## src/rtl/msg_link_arbiter_if.sv

```systemverilog
// msg_link_arbiter_if: requester beats, grants and the shared link.
// master = machines/receiver side, slave = arbiter side.
interface msg_link_arbiter_if #(
    parameter int DATA_W = 8
);
    logic              req_a;
    logic [DATA_W-1:0] data_a;
    logic              last_a;
    logic              gnt_a;
    logic              req_b;
    logic [DATA_W-1:0] data_b;
    logic              last_b;
    logic              gnt_b;
    logic              link_valid;
    logic [DATA_W-1:0] link_data;
    logic              link_src;
    logic              link_ack;
    logic              timeout_err;

    modport master (
        output req_a, data_a, last_a,
        output req_b, data_b, last_b,
        output link_ack,
        input  gnt_a, gnt_b,
        input  link_valid, link_data, link_src,
        input  timeout_err
    );

    modport slave (
        input  req_a, data_a, last_a,
        input  req_b, data_b, last_b,
        input  link_ack,
        output gnt_a, gnt_b,
        output link_valid, link_data, link_src,
        output timeout_err
    );
endinterface

```

## src/rtl/msg_link_arbiter.sv

```systemverilog
// msg_link_arbiter: round-robin owner of one message link for A/B.
// A grant ends on last beat, burst limit, idle owner or ack timeout.
module msg_link_arbiter #(
    parameter int DATA_W    = 8,
    parameter int MAX_BURST = 4,
    parameter int TURN_CYC  = 1,
    parameter int TIMEOUT   = 15
) (
    input  logic clock,
    input  logic reset_n,
    msg_link_arbiter_if.slave bus
);
    localparam int BW  = $clog2(MAX_BURST + 1);
    localparam int TOW = $clog2(TIMEOUT + 1);
    localparam int TW  = (TURN_CYC > 0) ? $clog2(TURN_CYC + 1) : 1;

    localparam logic [BW-1:0]  BURST_LAST = BW'(MAX_BURST - 1);
    localparam logic [TOW-1:0] TO_LAST    = TOW'(TIMEOUT - 1);
    localparam logic [TW-1:0]  TURN_LAST  =
        TW'((TURN_CYC > 0) ? TURN_CYC - 1 : 0);

    typedef enum logic [1:0] {
        IDLE,
        OWN_A,
        OWN_B,
        TURN
    } state_t;

    state_t         state_q, state_d;
    logic           ptr_q, ptr_d;
    logic           src_q, src_d;
    logic [BW-1:0]  beat_q, beat_d;
    logic [TOW-1:0] to_q, to_d;
    logic [TW-1:0]  turn_q, turn_d;

    logic              own_a;
    logic              own_b;
    logic              own_req;
    logic              own_last;
    logic [DATA_W-1:0] own_data;
    logic              beat_acc;
    logic              to_hit;
    logic              burst_hit;
    logic              rel_now;

    // Owner view of the link and the reasons a grant must end now.
    always_comb begin
        own_a    = (state_q == OWN_A);
        own_b    = (state_q == OWN_B);
        own_req  = 1'b0;
        own_last = 1'b0;
        own_data = '0;
        if (own_a) begin
            own_req  = bus.req_a;
            own_last = bus.last_a;
            own_data = bus.data_a;
        end else if (own_b) begin
            own_req  = bus.req_b;
            own_last = bus.last_b;
            own_data = bus.data_b;
        end
        beat_acc  = own_req & bus.link_ack;
        // An ack in the final waiting cycle still lands the beat.
        to_hit    = own_req & ~bus.link_ack & (to_q == TO_LAST);
        burst_hit = beat_acc & (beat_q == BURST_LAST);
        rel_now   = (own_a | own_b) &
                    (~own_req | to_hit | burst_hit |
                     (beat_acc & own_last));
    end

    assign bus.gnt_a       = own_a;
    assign bus.gnt_b       = own_b;
    assign bus.link_valid  = own_req;
    assign bus.link_data   = own_data;
    assign bus.link_src    = src_q;
    assign bus.timeout_err = to_hit;

    // Arbitration, grant release, turnaround and counters.
    always_comb begin
        state_d = state_q;
        ptr_d   = ptr_q;
        src_d   = src_q;
        beat_d  = beat_q;
        to_d    = to_q;
        turn_d  = turn_q;
        unique case (state_q)
            IDLE: begin
                if (bus.req_a & (~bus.req_b | ~ptr_q)) begin
                    state_d = OWN_A;
                    src_d   = 1'b0;
                end else if (bus.req_b) begin
                    state_d = OWN_B;
                    src_d   = 1'b1;
                end
            end
            OWN_A, OWN_B: begin
                if (rel_now) begin
                    state_d = (TURN_CYC == 0) ? IDLE : TURN;
                    ptr_d   = own_a;
                    beat_d  = '0;
                    to_d    = '0;
                    turn_d  = '0;
                end else if (beat_acc) begin
                    beat_d = beat_q + BW'(1);
                    to_d   = '0;
                end else if (own_req) begin
                    to_d = to_q + TOW'(1);
                end
            end
            TURN: begin
                if (turn_q == TURN_LAST) begin
                    state_d = IDLE;
                    turn_d  = '0;
                end else begin
                    turn_d = turn_q + TW'(1);
                end
            end
        endcase
    end

    // State and counter registers; reset hands priority to A.
    always_ff @(posedge clock or negedge reset_n) begin
        if (!reset_n) begin
            state_q <= IDLE;
            ptr_q   <= 1'b0;
            src_q   <= 1'b0;
            beat_q  <= '0;
            to_q    <= '0;
            turn_q  <= '0;
        end else begin
            state_q <= state_d;
            ptr_q   <= ptr_d;
            src_q   <= src_d;
            beat_q  <= beat_d;
            to_q    <= to_d;
            turn_q  <= turn_d;
        end
    end
endmodule

```

## src/flat_wrapper.sv

```systemverilog
// flat-port wrapper written by rule: the top's interface ports become plain ports
module msg_link_arbiter_flat 
#(
    parameter int DATA_W    = 8,
    parameter int MAX_BURST = 4,
    parameter int TURN_CYC  = 1,
    parameter int TIMEOUT   = 15
)
  (clock, reset_n, bus_req_a, bus_data_a, bus_last_a, bus_req_b, bus_data_b, bus_last_b, bus_link_ack, bus_gnt_a, bus_gnt_b, bus_link_valid, bus_link_data, bus_link_src, bus_timeout_err);
  msg_link_arbiter_if #(.DATA_W(DATA_W)) bus_i ();
  input  logic clock;
  input  logic reset_n;
  input wire logic [$bits(bus_i.req_a)-1:0] bus_req_a;
  input wire logic [$bits(bus_i.data_a)-1:0] bus_data_a;
  input wire logic [$bits(bus_i.last_a)-1:0] bus_last_a;
  input wire logic [$bits(bus_i.req_b)-1:0] bus_req_b;
  input wire logic [$bits(bus_i.data_b)-1:0] bus_data_b;
  input wire logic [$bits(bus_i.last_b)-1:0] bus_last_b;
  input wire logic [$bits(bus_i.link_ack)-1:0] bus_link_ack;
  output wire logic [$bits(bus_i.gnt_a)-1:0] bus_gnt_a;
  output wire logic [$bits(bus_i.gnt_b)-1:0] bus_gnt_b;
  output wire logic [$bits(bus_i.link_valid)-1:0] bus_link_valid;
  output wire logic [$bits(bus_i.link_data)-1:0] bus_link_data;
  output wire logic [$bits(bus_i.link_src)-1:0] bus_link_src;
  output wire logic [$bits(bus_i.timeout_err)-1:0] bus_timeout_err;
  assign bus_i.req_a = bus_req_a;
  assign bus_i.data_a = bus_data_a;
  assign bus_i.last_a = bus_last_a;
  assign bus_i.req_b = bus_req_b;
  assign bus_i.data_b = bus_data_b;
  assign bus_i.last_b = bus_last_b;
  assign bus_i.link_ack = bus_link_ack;
  assign bus_gnt_a = bus_i.gnt_a;
  assign bus_gnt_b = bus_i.gnt_b;
  assign bus_link_valid = bus_i.link_valid;
  assign bus_link_data = bus_i.link_data;
  assign bus_link_src = bus_i.link_src;
  assign bus_timeout_err = bus_i.timeout_err;
  msg_link_arbiter #(.DATA_W(DATA_W), .MAX_BURST(MAX_BURST), .TURN_CYC(TURN_CYC), .TIMEOUT(TIMEOUT)) u_core (.clock(clock), .reset_n(reset_n), .bus(bus_i));
endmodule
```

## config.mk

```make
export PLATFORM = sky130hd
export DESIGN_NAME = msg_link_arbiter_flat
export DESIGN_NICKNAME = d
export VERILOG_FILES = /design/src/rtl/msg_link_arbiter_if.sv /design/src/rtl/msg_link_arbiter.sv /design/src/flat_wrapper.sv
export SDC_FILE = /design/constraint.sdc
export NUM_CORES = 1
export LEC_CHECK = 0
export CORE_MARGIN = 4
export CORE_UTILIZATION = 25
export DETAILED_ROUTE_END_ITERATION = 7
export GPL_TIMING_DRIVEN = 0
export PLACE_DENSITY = 0.66
export SYNTH_ARGS = -nofsm -noshare
export SYNTH_HDL_FRONTEND = slang
export SYNTH_SLANG_ARGS = --single-unit
```

## constraint.sdc

```tcl
create_clock -name clock -period 4 [get_ports clock]
set_input_delay 0.8 -clock clock [delete_from_list [all_inputs] [get_ports clock]]
set_output_delay 0.8 -clock clock [all_outputs]
set_load 0.01 [all_outputs]
```

==> run_results.csv <==
group,metric,value,unit
yosys,synthSimpleGateAreaFrac,14.2,%
critical_path,reg2reg_slack,2140,ps
sta,rsz0062_at_grt,"false",
yosys,muxShareOfSynthArea,5.96,%
finish,seq_area,275,um^2
clock_network,cts_resized,0,
yosys,yosys.area.top_type,"dfrtp_1",
power_and_ir_drop,irDropWorstVdd,0.267,mV
sta,tns,0,ps
clock_network,post_cts_buffers,0,
power_and_ir_drop,p_per_area,613,mW/mm^2
die,start_util,26.7,%
global_route,grtUsageTotal,11.0,%
route,drc,0,
critical_path,crit_required,3200,ps
critical_path,cp_max_fo,4,
route,final_antenna_net_count,0,
critical_path,path_cells,"clkdlybuf4s50_1 > and4b_1 > and2_2 > clkdlybuf4s50_1",
yosys,synth.net_count,109,
global_route,grt.overflow.total,0,
placed_design,hpwl,1740,um
finish,area_growth,55.0,%
yosys,synth-compound-area-share,26.2,%
clock_network,clk_path_buf_depth,2,
die,io_pins,36,
sta,fmax,0.324,GHz
critical_path,worstSetupEndpoint,"bus_timeout_err",
yosys,yosys_warnings,0,
die,core,0.00283,mm^2
route,drtIter0Drc,18,
route,viasPerCell,4.99,
placed_design,post-place-ws,922,ps
yosys,yosysSeqAreaShare,36.4,%
route,routed_wl,2110,um
sta,fin_crit_sh,77.1,%
sta,fin_skew,5.54,ps
yosys,synth_xor_area_share,0,%
critical_path,crit_start,"bus_link_ack",
clock_network,cts_tree,"built",
critical_path,crit_buf_inv,2,
die,die_h,63.0,um
critical_path,worstReg2RegEnd,"u_core.state_q[0]",
yosys,synth_area_leaders,"dfrtp_1 36%, ha_1 13%, a22o_1 10%",
placed_design,port_buffers,35,
power_and_ir_drop,p_leak,0.535,nW
clock_network,insertion_delay,270,ps
yosys,synth_seq_cells,11,
sta,slew_headroom,64.7,%
critical_path,worstSetupEndpointType,"primary output",
critical_path,crit_top_cell,"clkdlybuf4s50_1",
finish,layout-drive-gt1-share,8.55,%
sta,worst_slack,915,ps
finish,final_cell_area,0.00117,mm^2
worst_hold_path,hold_path_class,"flop to flop",
sta,finalCriticalPeriod,3080,ps
critical_path,path_delay_family,"buffers and inverters",
die,rows,19,
clock_network,cts_buffers,3,
die,die-area,0.00397,mm^2
sta,worst_pin_slew,527,ps
global_route,grt_max_degree,12,
yosys,syn_inst,78,
route,wl_per_cell,14.3,um
finish,nets,149,
yosys,yosysTopAreaCellShare,36.4,%
sta,setup_viol,0,
clock_network,clock_sinks,11,
global_route,grt_pass1_vias,754,
power_and_ir_drop,p_total,0.718,mW
outcome,status,"complete, no violations",
clock_network,cts_hold_buf,0,
finish,n_fill_cell,290,
critical_path,worst_ep_arrival_time,2280,ps
die,die_w,63.0,um
sta,hold_viol,0,
yosys,synth_area_per_cell,9.69,um^2
job,cap_violations,0,
route,first_pass_iters,6,
finish,multi_input_area,450,um^2
route,vias,738,
clock_network,clkTransAtPathRegs,80,ps
critical_path,cp-start-kind,"primary input",
finish,diodes,0,
critical_path,critical-path-slowest-cell,"clkdlybuf4s50_1",
yosys,ys_types,28,
yosys,synth_top_family_by_area,"compound AO/OA/AOI/OAI gates",
clock_network,h-tree-depth,1,
critical_path,reg2reg_depth,6,
finish,post-route-util,41.4,%
sta,drv_slew,0,
yosys,yosys.area_share.adder,13.2,%
yosys,synth_area,756,um^2
critical_path,reg2reg_from,"u_core.state_q[1]",
critical_path,worst-path-stages,4,
critical_path,path_class,"primary input to primary output",
clock_network,cts_root_buf,"clkbuf_4",
global_route,antenna_found_initial,0,
placed_design,gp_congestion,0.762,
global_route,grt_pass1_wl,3490,um
critical_path,slowest_delay,540,ps
placed_design,placed_area,0.00114,mm^2
-- layer usage --
| metal | GRT usage, % | routed length [um] | up-vias |
|---|---|---|---|
| li1 | - | - | 366 |
| met1 | 11.0 | 820 | 337 |
| met2 | 20.6 | 1080 | 33 |
| met3 | 4.14 | 207 | 2 |
| met4 | 3.31 | 8 | 0 |
| met5 | 0 | 0 | - |
-- state kept, by name, indices dropped and copies added (netlist names) --
register,cells
u_core.beat_q,3
u_core.bus.link_src,1
u_core.ptr_q,1
u_core.state_q,2
u_core.to_q,4
-- worst reg2reg max path, stage by stage, from the launching register on --
cell      delay (ps)
dfrtp_1          390
inv_1            100
ha_1             280
nand3b_1         190
a21oi_1          100
a32oi_1          310
mux2_2           370
-- final cells by class --
type / count / area share (%)
buffer: 2 / 0.641
inverter: 6 / 1.92
timing repair buffer: 35 / 29.9
tap: 31 / 3.31
sequential: 11 / 23.5
multi-input combinational: 59 / 38.5
clock buffer: 4 / 2.24
-- cell usage in the layout, fill, tap and decap left out --
| master | n |
|---|---|
| a211o_2 | 1 |
| or3_1 | 1 |
| nor2_1 | 1 |
| nand3_1 | 1 |
| ha_1 | 8 |
| a32oi_1 | 1 |
| clkdlybuf4s50_1 | 35 |
| a21o_1 | 2 |
| clkbuf_4 | 3 |
| nor2b_1 | 1 |
| clkbuf_1 | 3 |
| nand2_1 | 9 |
| o2bb2ai_1 | 1 |
| o31ai_1 | 1 |
| inv_1 | 6 |
| a22o_1 | 9 |
| a21boi_0 | 1 |
| nand3b_1 | 1 |
| dfrtp_1 | 11 |
| and2_2 | 1 |
| o21ai_0 | 3 |
| and3b_1 | 1 |
| o21a_1 | 1 |
| nor3_1 | 2 |
| o21ai_1 | 1 |
| a21oi_1 | 5 |
| mux2_2 | 4 |
| o21ai_2 | 1 |
| nor4b_1 | 1 |
| and4b_1 | 1 |
-- cells in the mapped netlist --
master     count
dfrtp_1       11
a22o_1         9
nand2_1        9
ha_1           8
inv_1          6
a21oi_1        5
mux2_2         4
o21ai_0        3
a21o_1         2
clkbuf_1       2
nor3_1         2
a211o_2        1
a21boi_0       1
a32oi_1        1
and2_2         1
and3b_1        1
and4b_1        1
nand3_1        1
nand3b_1       1
nor2_1         1
nor2b_1        1
nor4b_1        1
o21a_1         1
o21ai_1        1
o21ai_2        1
o2bb2ai_1      1
o31ai_1        1
or3_1          1
-- logic make-up after synthesis --
family	count (synthesis)
multiplexers	4
buffers and inverters	8
AO/OA/AOI/OAI	27
adder cells (fa/ha/maj)	8
AND/OR/NAND/NOR	20
flip-flops	11
-- through the flow --
step,std cells,hold WS [ps]
floorplan,78,473
global placement,144,489
detailed placement,144,504
CTS,148,521
global route,148,539
finish,148,522
-- where the power goes --
part	switching (mW)	total, mW	internal (mW)
Sequential	0.0167	0.155	0.138
Clock	0.0381	0.0767	0.0385
Combinational	0.238	0.486	0.249
-- worst min-delay path by stage --
stage                                   to  cells after the start              from  slack [ps]
after CTS                 u_core.beat_q[2]                      1  u_core.beat_q[2]         520
final                         u_core.ptr_q                      1      u_core.ptr_q         520
after detailed placement  u_core.beat_q[2]                      1  u_core.beat_q[2]         500
after global routing          u_core.ptr_q                      1      u_core.ptr_q         540
after floorplan           u_core.beat_q[2]                      1  u_core.beat_q[2]         470
after global placement    u_core.beat_q[2]                      1  u_core.beat_q[2]         490
(Power assumes the default switching activity.)
